## config.mk

```make
export PLATFORM = sky130hd
export DESIGN_NAME = rvfi_trace_buffer
export DESIGN_NICKNAME = d
export VERILOG_FILES = /design/src/rtl/rvfi_trace_pkg.sv /design/src/rtl/rvfi_trace_ring.sv /design/src/rtl/rvfi_trace_buffer.sv
export SDC_FILE = /design/constraint.sdc
export NUM_CORES = 2
export LEC_CHECK = 0
export ABC_CLOCK_PERIOD_IN_PS = 41600
export BUFFER_PORTS_ARGS = -buffer_cell sky130_fd_sc_hd__buf_2
export CAP_MARGIN = 40
export CORE_UTILIZATION = 45
export CTS_BUF_LIST = sky130_fd_sc_hd__clkbuf_16
export DETAILED_ROUTE_END_ITERATION = 10
export PLACE_DENSITY = 0.66
export SYNTH_ARGS = -nofsm -noshare
export SYNTH_HDL_FRONTEND = slang
export SYNTH_SLANG_ARGS = --single-unit
```

## constraint.sdc

```tcl
create_clock -name clk -period 41.6 [get_ports clk]
set_input_delay 8.32 -clock clk [delete_from_list [all_inputs] [get_ports clk]]
set_output_delay 8.32 -clock clk [all_outputs]
set_load 0.02 [all_outputs]
```

## src/rtl/rvfi_trace_pkg.sv

```systemverilog
// Shared types for the RVFI retirement trace buffer: record layout, FSM states and
// the address-window filter.
package rvfi_trace_pkg;

    // Record ts field is fixed-width; narrower timestamp counters are zero-extended.
    localparam int unsigned TsMaxW = 32;

    typedef enum logic [1:0] {
        StIdle  = 2'd0,
        StArmed = 2'd1,
        StPost  = 2'd2,
        StDone  = 2'd3
    } trace_state_e;

    typedef struct packed {
        logic [31:0]       pc;
        logic [4:0]        rd_addr;
        logic [31:0]       rd_wdata;
        logic [31:0]       mem_addr;
        logic [3:0]        mem_rmask;
        logic [3:0]        mem_wmask;
        logic [TsMaxW-1:0] ts;
    } trace_rec_t;

    function automatic logic filter_hit(input logic [31:0] pc,
                                        input logic [31:0] lo,
                                        input logic [31:0] hi);
        return (pc >= lo) && (pc <= hi);
    endfunction

endpackage

```

## src/rtl/rvfi_trace_ring.sv

```systemverilog
// Circular record store. rptr is kept equal to (wptr - count) at all times, so the oldest
// valid entry is always at rptr and a write into a full ring drops it.
module rvfi_trace_ring
    import rvfi_trace_pkg::*;
#(
    parameter int unsigned DEPTH = 16
) (
    input  logic                   clk,
    input  logic                   rst_n,
    input  logic                   clr_i,
    input  logic                   wr_en_i,
    input  trace_rec_t             wr_data_i,
    input  logic                   pop_i,
    output logic [$clog2(DEPTH):0] count_o,
    output logic                   full_o,
    output logic                   overwrite_o,
    output trace_rec_t             rd_data_o
);

    localparam int unsigned PtrW = $clog2(DEPTH);
    localparam int unsigned CntW = PtrW + 1;

    trace_rec_t mem_q [DEPTH];

    logic [PtrW-1:0] wptr_q, wptr_d;
    logic [PtrW-1:0] rptr_q, rptr_d;
    logic [CntW-1:0] count_q, count_d;

    assign full_o      = (count_q == CntW'(DEPTH));
    assign overwrite_o = wr_en_i && !clr_i && full_o;
    assign count_o     = count_q;
    assign rd_data_o   = mem_q[rptr_q];

    always_comb begin
        wptr_d  = wptr_q;
        rptr_d  = rptr_q;
        count_d = count_q;
        if (clr_i) begin
            wptr_d  = '0;
            rptr_d  = '0;
            count_d = '0;
        end else if (wr_en_i) begin
            wptr_d = wptr_q + PtrW'(1);
            if (full_o) begin
                rptr_d = rptr_q + PtrW'(1);
            end else begin
                count_d = count_q + CntW'(1);
            end
        end else if (pop_i && (count_q != '0)) begin
            rptr_d  = rptr_q + PtrW'(1);
            count_d = count_q - CntW'(1);
        end
    end

    always_ff @(posedge clk or negedge rst_n) begin
        if (!rst_n) begin
            wptr_q  <= '0;
            rptr_q  <= '0;
            count_q <= '0;
        end else begin
            wptr_q  <= wptr_d;
            rptr_q  <= rptr_d;
            count_q <= count_d;
        end
    end

    // Storage carries no reset; contents are only meaningful while count is non-zero.
    always_ff @(posedge clk) begin
        if (wr_en_i && !clr_i) begin
            mem_q[wptr_q] <= wr_data_i;
        end
    end

endmodule

```

## src/rtl/rvfi_trace_buffer.sv

```systemverilog
// RVFI retirement trace buffer: filtered capture into a ring around a trigger, then an
// oldest-first drain over a valid/ready port.
module rvfi_trace_buffer
    import rvfi_trace_pkg::*;
#(
    parameter int unsigned DEPTH        = 16,
    parameter int unsigned POST_TRIGGER = 4,
    parameter int unsigned TS_W         = 16,
    parameter bit          FILTER_EN    = 1'b1,
    parameter int unsigned NMEM         = 1
) (
    input  logic               clk,
    input  logic               rst_n,
    input  logic               arm_i,
    input  logic               clear_i,
    input  logic               trig_i,
    input  logic               trig_pc_en_i,
    input  logic [31:0]        trig_pc_i,
    input  logic [31:0]        filt_lo_i,
    input  logic [31:0]        filt_hi_i,
    input  logic               rvfi_valid,
    input  logic [31:0]        rvfi_pc_rdata,
    input  logic [4:0]         rvfi_rd_addr,
    input  logic [31:0]        rvfi_rd_wdata,
    input  logic [32*NMEM-1:0] rvfi_mem_addr,
    input  logic [4*NMEM-1:0]  rvfi_mem_rmask,
    input  logic [4*NMEM-1:0]  rvfi_mem_wmask,
    output logic               rd_valid_o,
    input  logic               rd_ready_i,
    output trace_rec_t         rd_rec_o,
    output logic [1:0]         state_o,
    output logic [15:0]        lost_o,
    output logic               done_o
);

    localparam int unsigned CntW  = $clog2(DEPTH) + 1;
    localparam int unsigned PcntW = (POST_TRIGGER > 0) ? $clog2(POST_TRIGGER + 1) : 1;

    trace_state_e     state_q, state_d;
    logic [PcntW-1:0] post_cnt_q, post_cnt_d;
    logic [15:0]      lost_q, lost_d;
    logic [TS_W-1:0]  ts_q;

    logic            accepted;
    logic            trigger;
    logic            wr_en;
    logic            ring_clr;
    logic            lost_clr;
    logic            pop;
    logic            full;
    logic            overwrite;
    logic [CntW-1:0] count;
    trace_rec_t      wr_rec;

    assign accepted = rvfi_valid &&
                      (!FILTER_EN || filter_hit(rvfi_pc_rdata, filt_lo_i, filt_hi_i));
    assign trigger  = trig_i || (trig_pc_en_i && accepted && (rvfi_pc_rdata == trig_pc_i));

    always_comb begin
        wr_rec           = '0;
        wr_rec.pc        = rvfi_pc_rdata;
        wr_rec.rd_addr   = rvfi_rd_addr;
        wr_rec.rd_wdata  = rvfi_rd_wdata;
        wr_rec.mem_addr  = rvfi_mem_addr[31:0];
        wr_rec.mem_rmask = rvfi_mem_rmask[3:0];
        wr_rec.mem_wmask = rvfi_mem_wmask[3:0];
        wr_rec.ts        = TsMaxW'(ts_q);
    end

    rvfi_trace_ring #(
        .DEPTH (DEPTH)
    ) u_ring (
        .clk         (clk),
        .rst_n       (rst_n),
        .clr_i       (ring_clr),
        .wr_en_i     (wr_en),
        .wr_data_i   (wr_rec),
        .pop_i       (pop),
        .count_o     (count),
        .full_o      (full),
        .overwrite_o (overwrite),
        .rd_data_o   (rd_rec_o)
    );

    always_comb begin
        state_d    = state_q;
        post_cnt_d = post_cnt_q;
        wr_en      = 1'b0;
        ring_clr   = 1'b0;
        lost_clr   = 1'b0;
        pop        = 1'b0;
        done_o     = 1'b0;
        if (clear_i) begin
            state_d  = StIdle;
            ring_clr = 1'b1;
        end else begin
            unique case (state_q)
                StIdle: begin
                    if (arm_i) begin
                        state_d  = StArmed;
                        ring_clr = 1'b1;
                        lost_clr = 1'b1;
                    end
                end
                StArmed: begin
                    wr_en = accepted;
                    if (trigger) begin
                        if (POST_TRIGGER == 0) begin
                            state_d = StDone;
                        end else begin
                            state_d    = StPost;
                            post_cnt_d = PcntW'(POST_TRIGGER);
                        end
                    end
                end
                StPost: begin
                    wr_en = accepted;
                    if (accepted) begin
                        post_cnt_d = post_cnt_q - PcntW'(1);
                        if (post_cnt_q == PcntW'(1)) begin
                            state_d = StDone;
                        end
                    end
                end
                StDone: begin
                    pop = rd_ready_i && (count != '0);
                    // An empty capture still signals completion so the consumer is released.
                    if ((count == '0) || (pop && (count == CntW'(1)))) begin
                        done_o  = 1'b1;
                        state_d = StIdle;
                    end
                end
                default: state_d = StIdle;
            endcase
        end
    end

    always_comb begin
        lost_d = lost_q;
        if (lost_clr) begin
            lost_d = '0;
        end else if (overwrite && (lost_q != 16'hFFFF)) begin
            lost_d = lost_q + 16'd1;
        end
    end

    always_ff @(posedge clk or negedge rst_n) begin
        if (!rst_n) begin
            state_q    <= StIdle;
            post_cnt_q <= '0;
            lost_q     <= '0;
            ts_q       <= '0;
        end else begin
            state_q    <= state_d;
            post_cnt_q <= post_cnt_d;
            lost_q     <= lost_d;
            ts_q       <= ts_q + TS_W'(1);
        end
    end

    assign rd_valid_o = (state_q == StDone) && (count != '0);
    assign state_o    = state_q;
    assign lost_o     = lost_q;

    // full is consumed through overwrite; keep the port for observability.
    logic unused_full;
    assign unused_full = full;

endmodule

```

== Word-level counts from Yosys, hierarchy flattened ==
Memories as Yosys holds them, arrays and structs flattened.
Index checks and enable logic that the tools add are counted.
Cells by class
  $add $sub $neg: 7
  $mul: 0
  divide/modulo/power cells: 0
  order comparisons: 2
  equality and inequality tests: 17
  shift-type cells: 0
  multiplexer cells: 35
  bitwise operators: 1
  reduce and logical (&&, ||, !) cells: 26
Operator list (count)
  $add A16 B1 Y16 const B: 2
  $eq A32 B32 Y1: 1
  $ge A32 B32 Y1: 1
  $le A32 B32 Y1: 1
  $mux W16: 2
  $mux W4: 6
  $mux W5: 4
  $ne A16 B16 Y1 const B: 1
  $ne A3 B3 Y1 const B: 5
  $mux W1: 13
  $mux W2: 6
  $logic_and A1 B1 Y1: 11
  $add A4 B1 Y4 const B: 2
  $pmux W2 S4: 1
  $mux W3: 2
  $ne A3 B2 Y1 const B: 2
  $pmux W3 S2: 1
  $reduce_bool A2 Y1: 3
  $add A5 B1 Y5 const B: 1
  $eq A5 B1 Y1 const B: 1
  $eq A5 B5 Y1 const B: 1
  $logic_not A5 Y1: 1
  $reduce_and A5 Y1: 1
  $reduce_bool A5 Y1: 1
  14 further kinds: 18
Word-level totals
  register bits: 50
  bits in latches: 0
  RAM bits: 2000
  memory bits (read-only): 0
  bits of input ports: 213
  output and inout port bits: 161
  word-level logic and storage cells: 96
  memories: 1
Memories
  u_ring.mem_q: words 16, width 125, rd ports 1, clocked after memory_dff 0, wr ports 1, line rvfi_trace_ring.sv:23  | trace_rec_t mem_q [DEPTH];

== Depth between registers and ports, before layout ==
  depth after elaboration: 10
  mapped depth: 11
  mapped depth without buffers: 10

== Hierarchy ==
Synthesis repeated with hierarchy kept, for this count alone.
Second synthesis, totals
  cell total of the unflattened synthesis: 4617
  area total of the unflattened synthesis: 90524.3 sq um
Modules (own cells, without submodules)
  rvfi_trace_ring: times used 1, cells each 4157, area each 86628.1 sq um, sequential area each 68070.3 sq um
  rvfi_trace_buffer: times used 1, cells each 460, area each 3896.2 sq um, sequential area each 925.9 sq um

== Least setup slack after synthesis ==
No wires, ideal clock.
  path type: input-to-reg
  start: input port filt_lo_i[15]
  end: memory u_ring.mem_q[1][0] (netlist name) (enable)
  setup time: 0.915 ns
  data arrival time: 21.887 ns
  required time: 40.685 ns
  path slack: 18.798 ns
  stages: 11
  path buffers: 1
  cell sequence: inv_1 ha_1 nand4_1 nor3_2 o2111ai_1 a311oi_2 o211ai_2 buf_6 nor2_2 nand2_1 nor4_1
Between the ends
  word-level cells in the longest chain between the ends: 8
RTL lines
  start, declared: line rvfi_trace_buffer.sv:19  | input logic [31:0] filt_lo_i,
  $ge A32 B32 Y1: line rvfi_trace_pkg.sv:28  | return (pc >= lo) && (pc <= hi);
  $logic_and A1 B1 Y1: line rvfi_trace_pkg.sv:28
  $logic_and A1 B1 Y1: line rvfi_trace_buffer.sv:55  | assign accepted = rvfi_valid &&
  $mux W1: line rvfi_trace_buffer.sv:97  | unique case (state_q)
  $mux W1: line rvfi_trace_buffer.sv:93  | if (clear_i) begin
  $logic_and A1 B1 Y1: line rvfi_trace_ring.sv:69  | if (wr_en_i && !clr_i) begin
  $mux W1: line rvfi_trace_ring.sv:69
  $mux W1 (implied by the code): line rvfi_trace_ring.sv:70  | mem_q[wptr_q] <= wr_data_i;
  end, declared: line rvfi_trace_ring.sv:23
No other way between the ends.

== Worst setup path in the final report ==
  start: input port rd_ready_i
  end: output port done_o
Between the ends
  word-level cells in the longest chain between the ends: 6
RTL lines
  start, declared: line rvfi_trace_buffer.sv:29  | input logic rd_ready_i,
  $logic_and A1 B1 Y1: line rvfi_trace_buffer.sv:126  | pop = rd_ready_i && (count != '0);
  $logic_and A1 B1 Y1: line rvfi_trace_buffer.sv:128  | if ((count == '0) || (pop && (count == CntW'(1)))) begin
  $logic_or A1 B1 Y1: line rvfi_trace_buffer.sv:128
  $mux W1: line rvfi_trace_buffer.sv:128
  $mux W1: line rvfi_trace_buffer.sv:97
  $mux W1: line rvfi_trace_buffer.sv:93
  end, declared: line rvfi_trace_buffer.sv:33  | output logic done_o
No other way between the ends.

==> flow_summary.toml <==
[yosys]
mappedNetlistArea_um2 = 81140
yosys.cell_types.count = 68
ys_ff_latch = 2050
synthAdderAreaFrac_pct = 1.249
synth_area_per_cell_um2 = 18.76
synth_xor_area_share_pct = 0.5829
synthFlopType = "edfxtp_1"
syn_inst = 4324
seq_area_frac_synth_pct = 75.56
synth-simple-area-share_pct = 1.965
yosys_warnings = 0
synthArstFlopShare_pct = 2.439
synth_top_family_by_area = "multiplexers"
synth_edf_count = 2000
synth_compound_area_share_pct = 5.655
synthMuxAreaShare_pct = 13.41

[sta]
clock_skew_ps = 41.89
tightest_slew_ps = 1155
rsz0062_at_grt = "false"
drv_slew = 0
fin_crit_ps = 17290
fmax_ghz = 0.05783
hold_viol_final = 0
fin_crit_sh_pct = 41.57
slew_headroom_pct = 23.00
setup_tns_ps = 0
setup_viol = 0

[cts]
cts_buffers = 204
post_cts_resized = 0
htree_levels = 4
cts_sinks = 2050
ctsRootBufferMaster = "clkbuf_16"
cts_tree = "yes"
clkSlewWorstSetupHoldPaths_ps = 60
cts_setup_buffers = 0
cts.path.max_buffers = 3
cts_hold_buf = 0
clk_latency_ps = 870

[global_routing]
grt-ovfl-total = 0
grt_pass1_wl_um = 286100
grt_pass1_vias = 43020
grt_max_degree = 131
gr-usage-all-layers_pct = 21.61
antenna_found_initial = 21

[finish]
mostFrequentLayoutCell = "edfxtp_1"
final_util_pct = 52.12
layout-drive-gt1-share_pct = 23.66
final_nets = 5075
area_delta_synth_final_pct = 14.87
final_cell_mix = "edfxtp_1, mux2i_1, buf_2, o21ai_0, mux4_2"

[route]
post_drt_wl_per_cell_um = 27.05
vias = 42210
highest_layer = "met5"
finalWirelength_um = 197900
drtPass1Iterations = 7
initialDrtViolationCount = 3752
drc = 0
via_per_inst = 5.770
drt-met1-wl_um = 84330
wl_met2_um = 96390
ant_nets = 0
wl_met3_um = 10760

[floorplanning]
die_w_um = 426.6
initial_core_util_pct = 45.38
dieArea_um2 = 182000
ios = 374
core-area_um2 = 178800
die_y_um = 426.6
fp-row-count = 155

[pwr]
power.clock.fraction_pct = 42.9
vdd_ir_drop_max_mv = 0.04004
comb_power_share_pct = 2.1
pwr-share-seq_pct = 55.1
power.density_nw_per_um2 = 44.16
leakage_nw = 30.20
power.switching_mw = 0.8494
switching_share_pct = 20.64
internal_power_mw = 3.266

[setup_path]
critical_path.cell_chain = "buf_2 -> a21oi_1 -> nor4bb_1 -> buf_2"
crit_path_end_kind = "output port"
rrSetupSlack_ps = 37000
r2r-end = "u_ring.mem_q[8][84]"
critPathMaxStageDelay_ps = 250
start_kind = "input port"
crit_slowest_cell = "nor4bb_1"
worstPathRequired_ps = 33280
crit_top_cell = "buf_2"
worstReg2RegStart = "state_o[0]"
cp.arrival_ps = 8970
crit_type = "in -> out"
rr_worst_depth = 11
worstPathMaxFanout = 4

[worst_hold_path]
hold_depth = 1
holdPathEnd = "lost_o[0]"
hp-class = "reg -> reg"
hp-start = "lost_o[0]"

[job]
cap_violations = 0

[placed_design]
place_congestion = 0.8297
numPortBuffers = 357
hpwl_um = 104100

[outcome]
run_status = "complete, no violations"
## synthesized netlist by cell type, types with 22 or more instances
cell type	number	area (um2)
a21oi_1	164	820.8
a221oi_1	126	1104
a22oi_1	125	938.4
buf_1	48	180.2
clkbuf_1	159	596.8
dfrtp_1	50	1251
edfxtp_1	2000	60060
ha_1	81	1013
inv_1	82	307.8
mux2_2	125	1408
mux2i_1	381	3814
mux4_2	250	5630
nand2_1	173	649.4
nand3_1	29	145.1
nand4_1	22	137.6
nor2_1	35	131.4
o21ai_0	265	1326
xnor2_1	44	385.4
## final cells by class
| type | instances | area, um2 |
|---|---|---|
| Multi-Input combinational cell | 1972 | 18740 |
| Inverter | 82 | 307.8 |
| Antenna cell | 6 | 15.01 |
| Clock buffer | 205 | 5130 |
| Fill cell | 14100 | 85610 |
| Tap cell | 2355 | 2947 |
| Sequential cell | 2050 | 61320 |
| Clock inverter | 174 | 1374 |
| Timing Repair Buffer | 471 | 3364 |
## flip-flops by register name (all words and copies together), names as in the netlist
name	cells
post_cnt_q	3
state_o	2
u_ring.count_o	5
lost_o	16
u_ring.rptr_q	4
u_ring.wptr_q	4
ts_q	16
u_ring.mem_q	2000
## worst max-delay path by stage
stage                              from                  to  slack [ps]
after floorplan           filt_lo_i[15]  u_ring.mem_q[1][0]       18800
after global placement       rd_ready_i              done_o       24290
after detailed placement     rd_ready_i              done_o       24290
after CTS                    rd_ready_i              done_o       24280
after global routing         rd_ready_i              done_o       24210
final                        rd_ready_i              done_o       24310
## critical path: cells and delay by family
| family | cells | cell delay (ps) |
|---|---|---|
| buffers and inverters | 2 | 320 |
| AOI/OAI and AO/OA | 1 | 70 |
| and+or+nand+nor | 1 | 250 |
## stage by stage
step	cells	hold WS, ps	setup WS, ps	area, um2	total power [mW]
after floorplan	4339	521.9	18800	81190	2.348
after global routing	7311	563.3	24210	93190	4.237
after CTS	7309	546.7	24280	93190	4.151
final	7315	534.8	24310	93200	4.116
after detailed placement	6930	538.6	24290	86680	2.396
after global placement	6893	521.8	24290	85780	2.392
## logic make-up after synthesis
kind of cell / Yosys count
flops: 2050
mux: 758
compound gates: 725
simple gates: 338
buf+inv: 317
fa+ha+maj: 81
xor+xnor: 54
other cells: 1
## power groups by stage
stage                     Clock, mW  Sequential [mW]  Combinational (mW)
after global routing           1.88             2.27              0.0949
after CTS                      1.80             2.27              0.0862
final                          1.76             2.27              0.0854
after floorplan                   0             2.31              0.0368
after detailed placement          0             2.31              0.0859
after global placement            0             2.31              0.0823
## per-layer routing
layer	vias to the layer above	global-route usage, %
met4	4	7.470
met5	-	0
met2	1377	35.30
met3	315	3.355
met1	22030	29.60
li1	18490	-
No activity file was read; power rests on OpenSTA's default activity.
